<file path="config.mk">
export PLATFORM = sky130hd
export DESIGN_NAME = jsoc_sysid_arbiter
export DESIGN_NICKNAME = d
export VERILOG_FILES = /design/src/rtl/jsoc_sysid_arbiter.sv
export SDC_FILE = /design/constraint.sdc
export NUM_CORES = 1
export LEC_CHECK = 0
export ABC_AREA = 1
export BUFFER_PORTS_ARGS = -buffer_cell sky130_fd_sc_hd__buf_2
export CELL_PAD_IN_SITES_DETAIL_PLACEMENT = 2
export CELL_PAD_IN_SITES_GLOBAL_PLACEMENT = 2
export CORE_ASPECT_RATIO = 0.9
export CORE_UTILIZATION = 24
export DETAILED_ROUTE_END_ITERATION = 6
export PLACE_DENSITY = 0.83
export SLEW_MARGIN = 30
export SYNTH_ARGS = -nofsm -noshare
export SYNTH_HDL_FRONTEND = slang
export SYNTH_SLANG_ARGS = --single-unit
</file>
<file path="constraint.sdc">
create_clock -name clock -period 1 [get_ports clock]
set_input_delay 0.15 -clock clock [delete_from_list [all_inputs] [get_ports clock]]
set_output_delay 0.15 -clock clock [all_outputs]
set_load 0.01 [all_outputs]
</file>
<file path="src/rtl/jsoc_sysid_arbiter.sv">
// Two-master read arbiter in front of a shared system-ID slave, with an optional
// boot-time ID/timestamp check enabled by defining JSOC_SYSID_ID_CHECK_EN.
module jsoc_sysid_arbiter #(
    parameter logic [31:0] EXPECTED_ID = 32'd28,
    parameter logic [31:0] EXPECTED_TS = 32'd1718117590
) (
    input  logic        clock,
    input  logic        reset_n,
    input  logic        m0_address,
    input  logic        m0_read,
    output logic        m0_waitrequest,
    output logic [31:0] m0_readdata,
    output logic        m0_readdatavalid,
    input  logic        m1_address,
    input  logic        m1_read,
    output logic        m1_waitrequest,
    output logic [31:0] m1_readdata,
    output logic        m1_readdatavalid,
    output logic        s_address,
    input  logic [31:0] s_readdata,
    output logic        id_ok,
    output logic        id_fail,
    output logic        check_busy
);

    logic        check_done;
    logic        chk_addr;
    logic        gnt0, gnt1;
    logic        last_grant_q, last_grant_d;
    logic        rdv0_q, rdv1_q;
    logic [31:0] rd0_q, rd0_d, rd1_q, rd1_d;

`ifdef JSOC_SYSID_ID_CHECK_EN
    typedef enum logic [1:0] {
        ST_CHK_ID,
        ST_CHK_TS,
        ST_PASS,
        ST_FAIL
    } chk_state_e;

    chk_state_e state_q;
    logic       id_match_q;
    logic       id_ok_q, id_fail_q, check_busy_q;

    // Status flags are registered alongside the state so they change on the same edge.
    always_ff @(posedge clock or negedge reset_n) begin
        if (!reset_n) begin
            state_q      <= ST_CHK_ID;
            id_match_q   <= 1'b0;
            id_ok_q      <= 1'b0;
            id_fail_q    <= 1'b0;
            check_busy_q <= 1'b1;
        end else begin
            case (state_q)
                ST_CHK_ID: begin
                    id_match_q <= (s_readdata == EXPECTED_ID);
                    state_q    <= ST_CHK_TS;
                end
                ST_CHK_TS: begin
                    check_busy_q <= 1'b0;
                    if (id_match_q && (s_readdata == EXPECTED_TS)) begin
                        state_q <= ST_PASS;
                        id_ok_q <= 1'b1;
                    end else begin
                        state_q   <= ST_FAIL;
                        id_fail_q <= 1'b1;
                    end
                end
                default: ;
            endcase
        end
    end

    assign check_done = !check_busy_q;
    assign chk_addr   = (state_q == ST_CHK_TS);
    assign id_ok      = id_ok_q;
    assign id_fail    = id_fail_q;
    assign check_busy = check_busy_q;
`else
    logic cfg_unused;
    assign cfg_unused = ^{EXPECTED_ID, EXPECTED_TS};

    assign check_done = 1'b1;
    assign chk_addr   = 1'b0;
    assign id_ok      = 1'b1;
    assign id_fail    = 1'b0;
    assign check_busy = 1'b0;
`endif

    // last_grant_q == 1 means master 1 was served last, so master 0 wins a tie.
    always_comb begin
        gnt0 = m0_read && check_done && (!m1_read || last_grant_q);
        gnt1 = m1_read && check_done && (!m0_read || !last_grant_q);
    end

    always_comb begin
        last_grant_d = last_grant_q;
        if (gnt0) begin
            last_grant_d = 1'b0;
        end else if (gnt1) begin
            last_grant_d = 1'b1;
        end
    end

    always_comb begin
        if (gnt0) begin
            s_address = m0_address;
        end else if (gnt1) begin
            s_address = m1_address;
        end else begin
            s_address = chk_addr;
        end
    end

    assign m0_waitrequest = m0_read && !gnt0;
    assign m1_waitrequest = m1_read && !gnt1;

    always_comb begin
        rd0_d = rd0_q;
        rd1_d = rd1_q;
        if (gnt0) begin
            rd0_d = s_readdata;
        end
        if (gnt1) begin
            rd1_d = s_readdata;
        end
    end

    always_ff @(posedge clock or negedge reset_n) begin
        if (!reset_n) begin
            last_grant_q <= 1'b1;
            rdv0_q       <= 1'b0;
            rdv1_q       <= 1'b0;
            rd0_q        <= '0;
            rd1_q        <= '0;
        end else begin
            last_grant_q <= last_grant_d;
            rdv0_q       <= gnt0;
            rdv1_q       <= gnt1;
            rd0_q        <= rd0_d;
            rd1_q        <= rd1_d;
        end
    end

    assign m0_readdata      = rd0_q;
    assign m1_readdata      = rd1_q;
    assign m0_readdatavalid = rdv0_q;
    assign m1_readdatavalid = rdv1_q;

endmodule

</file>
==> metrics.md <==
| Metric | Value |
|---|---|
| Share of synthesized area spent on multiplexers | 0 |
| Area of the die | 11830 um^2 |
| Type of the most critical hold path | input pin to register |
| Dominant cell by count in the synthesized netlist | sky130_fd_sc_hd__nand2_1 |
| Worst reg-to-reg setup slack | -0.58 ns |
| Maximum number of pins on one net before global-route repair | 28 |
| Combinational family with the most area after synthesis | simple AND/OR/NAND/NOR gates |
| Reg-to-Reg End | m0_readdata[17]$_DFFE_PN0P_ |
| DRC violations left | 0 |
| Sequential standard cell area | 1678 um^2 |
| Number of different library cells in the post-synthesis netlist | 13 |
| Number of antenna violations at the first check in global routing | 1 |
| Mean routed wirelength per cell | 21.27 um |
| Buffer levels on the longest clock path | 2 |
| 1st-iter DRT viols | 113 |
| Core Region | 10950 um^2 |
| Total of endpoints with negative setup slack in the final report | 119 |
| Total standard cell area after synthesis | 2736 um^2 |
| Synth Register Bits | 67 |
| Dominant register cell in the synthesized netlist | sky130_fd_sc_hd__dfrtp_1 |
| Pwr per Cell Area | 1905 nW/um^2 |
| Number of max-slew violations in the final report | 0 |
| Total global-route track usage | 0.2187 |
| Average via count per standard cell | 4.494 |
| Weighted congestion reported at the end of routability-driven placement | 0.7280 |
| Part of the total power dissipated in combinational logic | 0.314 |
| Post-Place Cells | 557 |
| Timing-limited maximum frequency | 634.3 MHz |
| Failing checks | negative setup slack |
| Startpoint-to-endpoint class of the critical path | register to register |
| Fraction of synthesis flops using an asynchronous set or reset pin | 1.000 |
| Total internal power | 0.007078 W |
| Vias | 2993 |
| Sort of element at the end of the critical path | register |
| Die height | 103.3 um |
| Clock slew seen by the registers of the worst setup and hold paths | 0.06 ns |
| Number of global-route vias before repair | 3176 |
| Final TNS setup | -29.28 ns |
| Final hold slack | 0.06992 ns |
| Worst hold path cell count | 3 |
| Sequential fraction of the synthesis area | 0.6132 |
| Ordered cell list for the critical path | inv_2, nand2_4, buf_4, buf_12, buf_12, nand2_8, nand2_1, nand2_1 |
| R2R cell count | 8 |
| Final worst-path cycle share | 1.577 |
| Post-Syn Area per Cell | 9.152 um^2 |
| Max VDD drop | 0.7342 mV |
| Power share of the clock group | 0.351 |
| Setup repair after global routing missed its margin | yes |
| Cell area reported after detailed placement | 3571 um^2 |
| Syn. warnings | 0 |
| R2r startpoint | last_grant_q$_DFFE_PN1P_ |
| Result of the run | finished, violations left |
| Switching pwr | 0.003048 W |
| Footprint of the multi-input gates | 1266 um^2 |
| Count of fill cells added during filler insertion | 1161 |
| Final cell count without fillers | 666 |
| Net count of the finished layout | 547 |
| Required time at the worst-slack endpoint | 1.21 ns |
| Complex-gate fraction of the synthesized area | 0.001829 |
| Number of primary I/O pins | 110 |
| TritonRoute pass-1 iters | 4 |
| Sink Count | 67 |
| Hold worst-path end | m0_readdata[23]$_DFFE_PN0P_ |
| Crit start category | register |
| Maximum net fanout on the critical path | 8 |
| Clock latency at the later pin of the worst-skew pair | 0.33 ns |
| Half-perimeter wire length of the detailed placement result | 6918 um |
| Post-layout util | 0.4856 |
| Die Span X | 114.6 um |
| Cell type with the largest total area after synthesis | sky130_fd_sc_hd__dfrtp_1 |
| Proportion of total power due to net switching | 0.3010 |
| Number of CTS-inserted buffers | 9 |
| Share of Yosys cell area claimed by the top area cell type | 0.6036 |
| TritonCTS clock tree | yes |
| Slowest stage cell, crit path | sky130_fd_sc_hd__dfstp_2 |
| Area share of xor/xnor cells in the synthesized design | 0 |
| Clock Root Buffer | sky130_fd_sc_hd__clkbuf_16 |
| Total count of hold-check failures in the final report | 0 |
| Sequential group share of total power | 0.335 |
| Top cells by area, synth | sky130_fd_sc_hd__dfrtp_1 (60%), sky130_fd_sc_hd__nand2_1 (18%), sky130_fd_sc_hd__nand3_1 (12%), sky130_fd_sc_hd__buf_4 (2.2%), sky130_fd_sc_hd__buf_2 (2.0%) |
| Number of synthesized flops with an enable pin | 0 |
| Deepest level of the CTS H-tree | 3 |
| Layout overhead on the synthesized area | 94.24% |
| First-pass GRT wire length | 18720 um |
| Instance count of the mapped netlist | 299 |
| Most frequent cells after synthesis | sky130_fd_sc_hd__nand2_1 (129), sky130_fd_sc_hd__dfrtp_1 (66), sky130_fd_sc_hd__nand3_1 (66) |
| Adder and majority gate portion of the synthesized area | 0 |
| Worst setup margin | -0.5766 ns |
| Layout Cell Area excl Fill | 5315 um^2 |
| Signal arrival time at the worst endpoint | 1.79 ns |
| Hold Startpoint | s_readdata[23] |
| Initial Util | 0.2500 |
| Wirelength, routed | 14170 um |
| Final antenna diode count | 0 |
| Largest stage delay on the critical path | 0.60 ns |
| ANT nets after route | 0 |
| Number of buffer cells added on primary ports | 106 |
| Std cell rows | 36 |
| Fraction of the mapped netlist area in simple logic gates | 0.3169 |
| Final worst path period need | 1.577 ns |
| Total global routing overflow | 0 |
| Share of post-route cells with drive strength above 1 | 0.6148 |
| Cell leakage power | 2.848 nW |
| Worst clock skew | 0.006859 ns |
| Max capacitance violation total | 0 |
==> area by class of cell <==
| type | count | share of cell area |
|---|---|---|
| Timing Repair Buffer | 217 | 0.3449 |
| Tap cell | 152 | 0.03578 |
| Sequential cell | 67 | 0.3157 |
| Clock inverter | 4 | 0.01365 |
| Multi-Input combinational cell | 209 | 0.2382 |
| Clock buffer | 12 | 0.04826 |
| Inverter | 5 | 0.003531 |
==> power by group through the flow <==
stage | registers [W] | logic [W] | clock network, W
6_report | 0.00339 | 0.00318 | 0.00355
5_1_grt | 0.00343 | 0.00340 | 0.00371
4_1_cts | 0.00336 | 0.00262 | 0.00357
3_5_place_dp | 0.00340 | 0.00166 | 0
3_3_place_gp | 0.00337 | 0.00158 | 0
2_1_floorplan | 0.00355 | 0.000633 | 0
==> critical path, delay by kind of cell (launching register included) <==
family / cells / cell delay [ns]
buf+inv: 4 / 0.47
flops: 1 / 0.60
simple gates: 4 / 0.37
==> worst max path at each step <==
stage	start	endpoint	slack, ns	cells after the start
after floorplan	last_grant_q$_DFFE_PN1P_	s_address	-0.10	5
after global placement	last_grant_q$_DFFE_PN1P_	m0_readdata[11]$_DFFE_PN0P_	-0.22	5
after detailed placement	last_grant_q$_DFFE_PN1P_	m0_readdata[24]$_DFFE_PN0P_	-0.33	5
after CTS	last_grant_q$_DFFE_PN1P_	m0_waitrequest	-0.48	5
after global routing	last_grant_q$_DFFE_PN1P_	m0_readdata[17]$_DFFE_PN0P_	-0.63	8
final	last_grant_q$_DFFE_PN1P_	m0_readdata[17]$_DFFE_PN0P_	-0.58	8
==> cells in the final DEF (no fill, tap or decap), types with 15 or more instances in the layout <==
cell / synthesis / layout
sky130_fd_sc_hd__buf_12: 0 / 15
sky130_fd_sc_hd__buf_2: 11 / 84
sky130_fd_sc_hd__buf_4: 8 / 82
sky130_fd_sc_hd__buf_6: 4 / 27
sky130_fd_sc_hd__dfrtp_1: 66 / 66
sky130_fd_sc_hd__nand2_1: 129 / 79
sky130_fd_sc_hd__nand2_2: 0 / 43
sky130_fd_sc_hd__nand3_1: 66 / 44
sky130_fd_sc_hd__nand3_2: 0 / 22
==> flip-flops by register name, indices dropped and copies added, names as in the netlist <==
| register | cells |
|---|---|
| m0_readdatavalid | 1 |
| m1_readdata | 32 |
| m1_readdatavalid | 1 |
| last_grant_q | 1 |
| m0_readdata | 32 |
==> routing by layer <==
layer	share of wire	vias up	global-route usage	wire, um
met4	0.0097	2	0.05994	138
met3	0.042	13	0.05245	594
met5	0.00092	-	0	13
met2	0.53	91	0.3837	7526
li1	-	1375	-	-
met1	0.42	1512	0.2710	5896
==> timing repair <==
| action | in CTS | in global routing |
|---|---|---|
| setup buffers | 50 | 33 |
| endpoints found under the hold margin | 67 | 0 |
| resized for setup | 80 | 52 |
| hold buffers | 1 | 0 |
| gates cloned | 10 | 0 |
| endpoints found under the setup margin | 132 | 135 |
| pin swaps | 7 | 4 |
==> cell families (layout without fill, tap and decap cells) <==
| logic type | Yosys count | count (layout) |
|---|---|---|
| other | 2 | 3 |
| flip-flops | 67 | 67 |
| AND/OR/NAND/NOR | 201 | 205 |
| AO/OA/AOI/OAI | 1 | 1 |
| buffers and inverters | 28 | 238 |
==> stage by stage <==
step	worst slack, ns	power, W
finish	-0.5766	0.01013
detailed placement	-0.3322	0.005063
global placement	-0.2222	0.004954
global route	-0.6326	0.01054
floorplan	-0.1040	0.004182
CTS	-0.4751	0.009553
Power figures use the tool's default switching activity.
